--- src/rtl/load_store_unit.sv ---
// Data-memory initiator: byte/half/word loads with sign/zero extension, sub-word stores by read-modify-write.
// Define MISALIGN_TRAP_EN to add resp_err and reject misaligned half/word accesses without touching memory.

module lsu_byte_lane #(
  parameter int LANE_W = 8
) (
  input  logic              en,
  input  logic [LANE_W-1:0] old_byte,
  input  logic [LANE_W-1:0] new_byte,
  output logic [LANE_W-1:0] merged
);
  assign merged = en ? new_byte : old_byte;
endmodule

module load_store_unit #(
  parameter int RD_LAT = 1,
  parameter int ADDR_W = 32
) (
  input  logic              clk,
  input  logic              rst_n,
  input  logic              req_valid,
  output logic              req_ready,
  input  logic              req_we,
  input  logic [1:0]        req_size,
  input  logic              req_signed,
  input  logic [ADDR_W-1:0] req_addr,
  input  logic [31:0]       req_wdata,
  output logic              resp_valid,
  output logic [31:0]       resp_rdata,
`ifdef MISALIGN_TRAP_EN
  output logic              resp_err,
`endif
  output logic [31:0]       mem_addr,
  output logic [31:0]       mem_wdata,
  input  logic [31:0]       mem_rdata,
  output logic              MemRead,
  output logic              MemWrite
);
  localparam int NUM_LANES = 4;
  localparam int LANE_W    = 8;
  localparam int CNT_W     = (RD_LAT > 1) ? $clog2(RD_LAT) : 1;

  typedef enum logic [1:0] {IDLE, RD, WR, RESP} state_t;

  typedef struct packed {
    logic        we;
    logic [1:0]  size;
    logic        sgn;
    logic [1:0]  lane;
    logic [31:0] wdata;
  } req_t;

  state_t           state;
  req_t             cur;
  logic [CNT_W-1:0] rd_cnt;

  logic accept, req_word, trap;
  assign accept   = req_valid && req_ready;
  assign req_word = req_size[1];

`ifdef MISALIGN_TRAP_EN
  assign trap = (req_size == 2'b01 && req_addr[0]) || (req_size[1] && req_addr[1:0] != 2'b00);
`else
  assign trap = 1'b0;
`endif

  // Store merge: replicate the store data across lanes, then let the enable mask pick the target lane(s).
  logic [NUM_LANES-1:0]             byte_en;
  logic [NUM_LANES-1:0][LANE_W-1:0] wd_rep, rd_lanes, merged;

  always_comb begin
    byte_en = '1;
    wd_rep  = cur.wdata;
    case (cur.size)
      2'b00: begin
        byte_en = 4'b0001 << cur.lane;
        wd_rep  = {4{cur.wdata[7:0]}};
      end
      2'b01: begin
        byte_en = cur.lane[1] ? 4'b1100 : 4'b0011;
        wd_rep  = {2{cur.wdata[15:0]}};
      end
      default: ;
    endcase
  end

  assign rd_lanes = mem_rdata;

  for (genvar g = 0; g < NUM_LANES; g++) begin : g_lane
    lsu_byte_lane #(.LANE_W(LANE_W)) u_lane (
      .en       (byte_en[g]),
      .old_byte (rd_lanes[g]),
      .new_byte (wd_rep[g]),
      .merged   (merged[g])
    );
  end

  logic [7:0]  ld_b;
  logic [15:0] ld_h;
  logic [31:0] ld_val;

  always_comb begin
    ld_b = rd_lanes[cur.lane];
    ld_h = cur.lane[1] ? mem_rdata[31:16] : mem_rdata[15:0];
    case (cur.size)
      2'b00:   ld_val = {{24{cur.sgn & ld_b[7]}}, ld_b};
      2'b01:   ld_val = {{16{cur.sgn & ld_h[15]}}, ld_h};
      default: ld_val = mem_rdata;
    endcase
  end

  always_ff @(posedge clk or negedge rst_n) begin
    if (!rst_n) begin
      state      <= IDLE;
      cur        <= '0;
      rd_cnt     <= '0;
      req_ready  <= 1'b1;
      resp_valid <= 1'b0;
      resp_rdata <= '0;
      mem_addr   <= '0;
      mem_wdata  <= '0;
      MemRead    <= 1'b0;
      MemWrite   <= 1'b0;
`ifdef MISALIGN_TRAP_EN
      resp_err   <= 1'b0;
`endif
    end else begin
      resp_valid <= 1'b0;
`ifdef MISALIGN_TRAP_EN
      resp_err   <= 1'b0;
`endif
      case (state)
        // RESP also accepts, so a request held during the response starts without a bubble.
        IDLE, RESP: begin
          state     <= IDLE;
          req_ready <= 1'b1;
          if (accept) begin
            cur    <= '{we: req_we, size: req_size, sgn: req_signed,
                        lane: req_addr[1:0], wdata: req_wdata};
            rd_cnt <= '0;
            if (trap) begin
              state      <= RESP;
              resp_valid <= 1'b1;
              resp_rdata <= '0;
`ifdef MISALIGN_TRAP_EN
              resp_err   <= 1'b1;
`endif
            end else begin
              req_ready <= 1'b0;
              mem_addr  <= 32'(req_addr >> 2);
              if (req_we && req_word) begin
                state     <= WR;
                MemWrite  <= 1'b1;
                mem_wdata <= req_wdata;
              end else begin
                state   <= RD;
                MemRead <= 1'b1;
              end
            end
          end
        end
        RD: begin
          if (rd_cnt == CNT_W'(RD_LAT - 1)) begin
            MemRead <= 1'b0;
            if (cur.we) begin
              state     <= WR;
              MemWrite  <= 1'b1;
              mem_wdata <= merged;
            end else begin
              state      <= RESP;
              resp_valid <= 1'b1;
              resp_rdata <= ld_val;
              req_ready  <= 1'b1;
            end
          end else begin
            rd_cnt <= rd_cnt + 1'b1;
          end
        end
        WR: begin
          MemWrite   <= 1'b0;
          state      <= RESP;
          resp_valid <= 1'b1;
          resp_rdata <= '0;
          req_ready  <= 1'b1;
        end
        default: state <= IDLE;
      endcase
    end
  end

  a_no_rd_wr: assert property (@(posedge clk) disable iff (!rst_n) !(MemRead && MemWrite));

endmodule

--- config.mk ---
export PLATFORM = sky130hd
export DESIGN_NAME = load_store_unit
export DESIGN_NICKNAME = d
export VERILOG_FILES = /design/src/rtl/load_store_unit.sv
export SDC_FILE = /design/constraint.sdc
export NUM_CORES = 1
export LEC_CHECK = 0
export BUFFER_PORTS_ARGS = -buffer_cell sky130_fd_sc_hd__buf_2
export CAP_MARGIN = 20
export CORE_MARGIN = 2
export CORE_UTILIZATION = 48
export CTS_CLUSTER_DIAMETER = 50
export DETAILED_ROUTE_END_ITERATION = 7
export GPL_ROUTABILITY_DRIVEN = 0
export PLACE_DENSITY = 0.75
export REMOVE_ABC_BUFFERS = 1
export SYNTH_ARGS = -nofsm -noshare
export SYNTH_HDL_FRONTEND = slang
export SYNTH_SLANG_ARGS = --single-unit
--- constraint.sdc ---
create_clock -name clk -period 2.3 [get_ports clk]
set_input_delay 0.115 -clock clk [delete_from_list [all_inputs] [get_ports clk]]
set_output_delay 0.115 -clock clk [all_outputs]
set_load 0.01 [all_outputs]
==> results_dict.tcl <==
set metrics [dict create \
    outcome "completed" \
    htree_levels 4 \
    synth_top_area_share_pct 50.9 \
    die_w_um 122 \
    num_rows 43 \
    synth_edf_count 0 \
    timing_hold_violations_final 0 \
    holdCritPathClass "input pin to flop" \
    reg2reg_slack_ns 0.23 \
    post-route-drc-count 0 \
    hold_depth 3 \
    synth_cells 563 \
    cp_slowest_cell "ha_1" \
    cp_max_fo 16 \
    period_share_pct 90.1 \
    ant_nets 0 \
    skew_ns 0.0106 \
    cellLeakagePower_nw 4.37 \
    max_slew_margin_pct 54.5 \
    cts_max_path_buffers 2 \
    portBuffers 200 \
    clock_latency_ns 0.42 \
    clkSlewWorstSetupHoldPaths_ns 0.06 \
    dpl.hpwl_um 14300 \
    yosysUniqueCellTypes 55 \
    cp_top_family "compound AO/OA/AOI/OAI gates" \
    path_class "flop to flop" \
    die_h_um 122 \
    crit_buf_inv 2 \
    worstPathArrival_ns 2.42 \
    postSynth.asyncResetShare_pct 100 \
    reg2reg_from "state[0]$_DFF_PN0_" \
    viasPerCell 5.80 \
    avgSynthCellArea_sq_um 12.0 \
    synth.most_common_cell "dfrtp_1" \
    fin_setup_tns_ns 0 \
    wl_per_cell_um 20.1 \
    synth_common_cells "dfrtp_1 (137), mux2_2 (94), nand2_1 (48)" \
    maxSlewViolCount 0 \
    clkSinkCount 138 \
    synth_top_area_cell "dfrtp_1" \
    rsz0062_at_grt "false" \
    powerDensity_nw_per_um2 1530 \
    grt_overflow 0 \
    cp-start-kind "flop" \
    cts_tree "done" \
    cts_setup_buffers 0 \
    place_area_sq_um 7960 \
    via_count 6011 \
    grt_pass1_vias 6250 \
    vdd_drop_max_v 0.000840 \
    hold_start "mem_rdata[2]" \
    pin_count 203 \
    utilization_pct 67.7 \
    setup_viol 0 \
    firstDrtPassIters 5 \
    reg2reg_to "resp_rdata[22]$_DFFE_PN0P_" \
    ctsResizeCount 0 \
    maxCapViolations 0 \
    nets 952 \
    cpPeakStageDelay_ns 0.37 \
    final.min_clock_period_ns 2.07 \
    synth-seq-cells 138 \
    drive_above_1_share_pct 42.9 \
    fin_hold_ws_ns 0.0361 \
    cts_root_buffer "clkbuf_16" \
    power_w 0.0143 \
    antenna_found_initial 0 \
    grt.total_usage_pct 28.8 \
    final_cell_area_sq_um 9320 \
    cts_buffers 17 \
    worstRegToRegCells 7 \
    areaGrowthSynthToFinish_pct 38.5 \
    ctsHoldBuffers 84 \
    cp-end-kind "flop" \
    grt_pass1_wl_um 32700 \
    ys_top_cells_by_area "dfrtp_1 (51%), mux2_2 (16%), mux2i_1 (3.6%)" \
    worstMarginPinSlew_ns 0.682 \
    crit_path_cell_trace "inv_1 > ha_1 > a211oi_2 > nand2_1 > a2111oi_4 > buf_4 > a221o_1" \
    seq_area_frac_synth_pct 51.3 \
    yosysWarnings 0 \
    start_util_pct 48.9 \
    die_area_sq_um 15000 \
    diodes 0 \
    wl_um 20800 \
    core_area_sq_um 13800 \
    synth_area_sq_um 6730 \
    grt_max_degree 76 \
    holdPathEnd "resp_rdata[2]$_DFFE_PN0P_" \
    fmax_mhz 482 \
    drt_iter0_drc 504 \
    synthFlopType "dfrtp_1" \
    worstPathRequired_ns 2.65 \
]
## cell type report
class,instances,area (sq um)
clock buffer,24,472
inverter,6,22.5
sequential,138,3450
multi-input combinational,375,3020
fill,1053,4450
timing repair buffer,309,2090
clock inverter,4,45.0
tap,180,225
## through the flow
step           setup slack [ns]  cells
4_1_cts                   0.224   1036
3_5_place_dp              0.256    924
5_1_grt                   0.117   1036
3_3_place_gp              0.324    924
2_1_floorplan             -1.20    519
6_report                  0.227   1036
## layer usage
layer / routed length [um] / GRT usage [%] / vias up
met3: 1770 / 8.50 / 38
met5: 0 / 0 / -
met1: 8240 / 35.2 / 2992
met4: 348 / 9.91 / 0
met2: 10400 / 48.6 / 317
li1: - / - / 2664
## flip-flops by register name (all words and copies together), names as in the netlist
name and count:
mem_addr 30, resp_valid 1, req_ready 1, MemRead 1
resp_rdata 32, MemWrite 1, cur 38, mem_wdata 32
state 2
## kinds of logic after synthesis
logic type / count (synthesis) / share of synthesized area (%)
mux: 120 / 19.9
flops: 138 / 51.3
fa+ha+maj: 2 / 0.372
buf+inv: 51 / 4.15
simple gates: 127 / 9.91
compound gates: 124 / 14.3
other cells: 1 / 0.0557
## power breakdown
group	internal, W	switching, W	leakage (nW)
sequential	0.00363	0.000853	1.68
clock	0.00151	0.000959	0.256
combinational	0.00344	0.00387	2.44
## worst register-to-register path: stages (launching register included)
cell and delay, ns:
dfrtp_1 0.34, inv_1 0.05, ha_1 0.37, a211oi_2 0.31
nand2_1 0.14, a2111oi_4 0.32, buf_4 0.30, a221o_1 0.16
## placed cells by master (no fill, tap or decap), types with 7 or more instances in the layout
master         instances
a221o_1               10
mux2i_1               24
dlygate4sd3_1         84
nand3b_1              16
nor2_1                15
buf_2                199
buf_4                 21
o21ai_0               26
a21oi_1                8
a211oi_1               7
a21o_1                10
clkbuf_16             17
mux2_2                94
nand2_1               48
o211ai_1              17
nor2b_1               10
a222oi_1               7
dfrtp_1              137
nand4_1               10
nand3_1                9
## worst max-delay path by stage
stage | start | to | slack [ns] | cells past startpoint
after floorplan | state[0]$_DFF_PN0_ | req_ready$_DFFE_PN1N_ | -1.20 | 4
after detailed placement | state[0]$_DFF_PN0_ | mem_wdata[17]$_DFFE_PN0P_ | 0.26 | 6
after CTS | state[1]$_DFF_PN0_ | mem_wdata[17]$_DFFE_PN0P_ | 0.22 | 6
final | state[0]$_DFF_PN0_ | resp_rdata[22]$_DFFE_PN0P_ | 0.23 | 7
after global routing | state[1]$_DFF_PN0_ | mem_wdata[18]$_DFFE_PN0P_ | 0.12 | 6
after global placement | state[0]$_DFF_PN0_ | resp_rdata[22]$_DFFE_PN0P_ | 0.32 | 7
No activity file was read; power rests on OpenSTA's default activity.
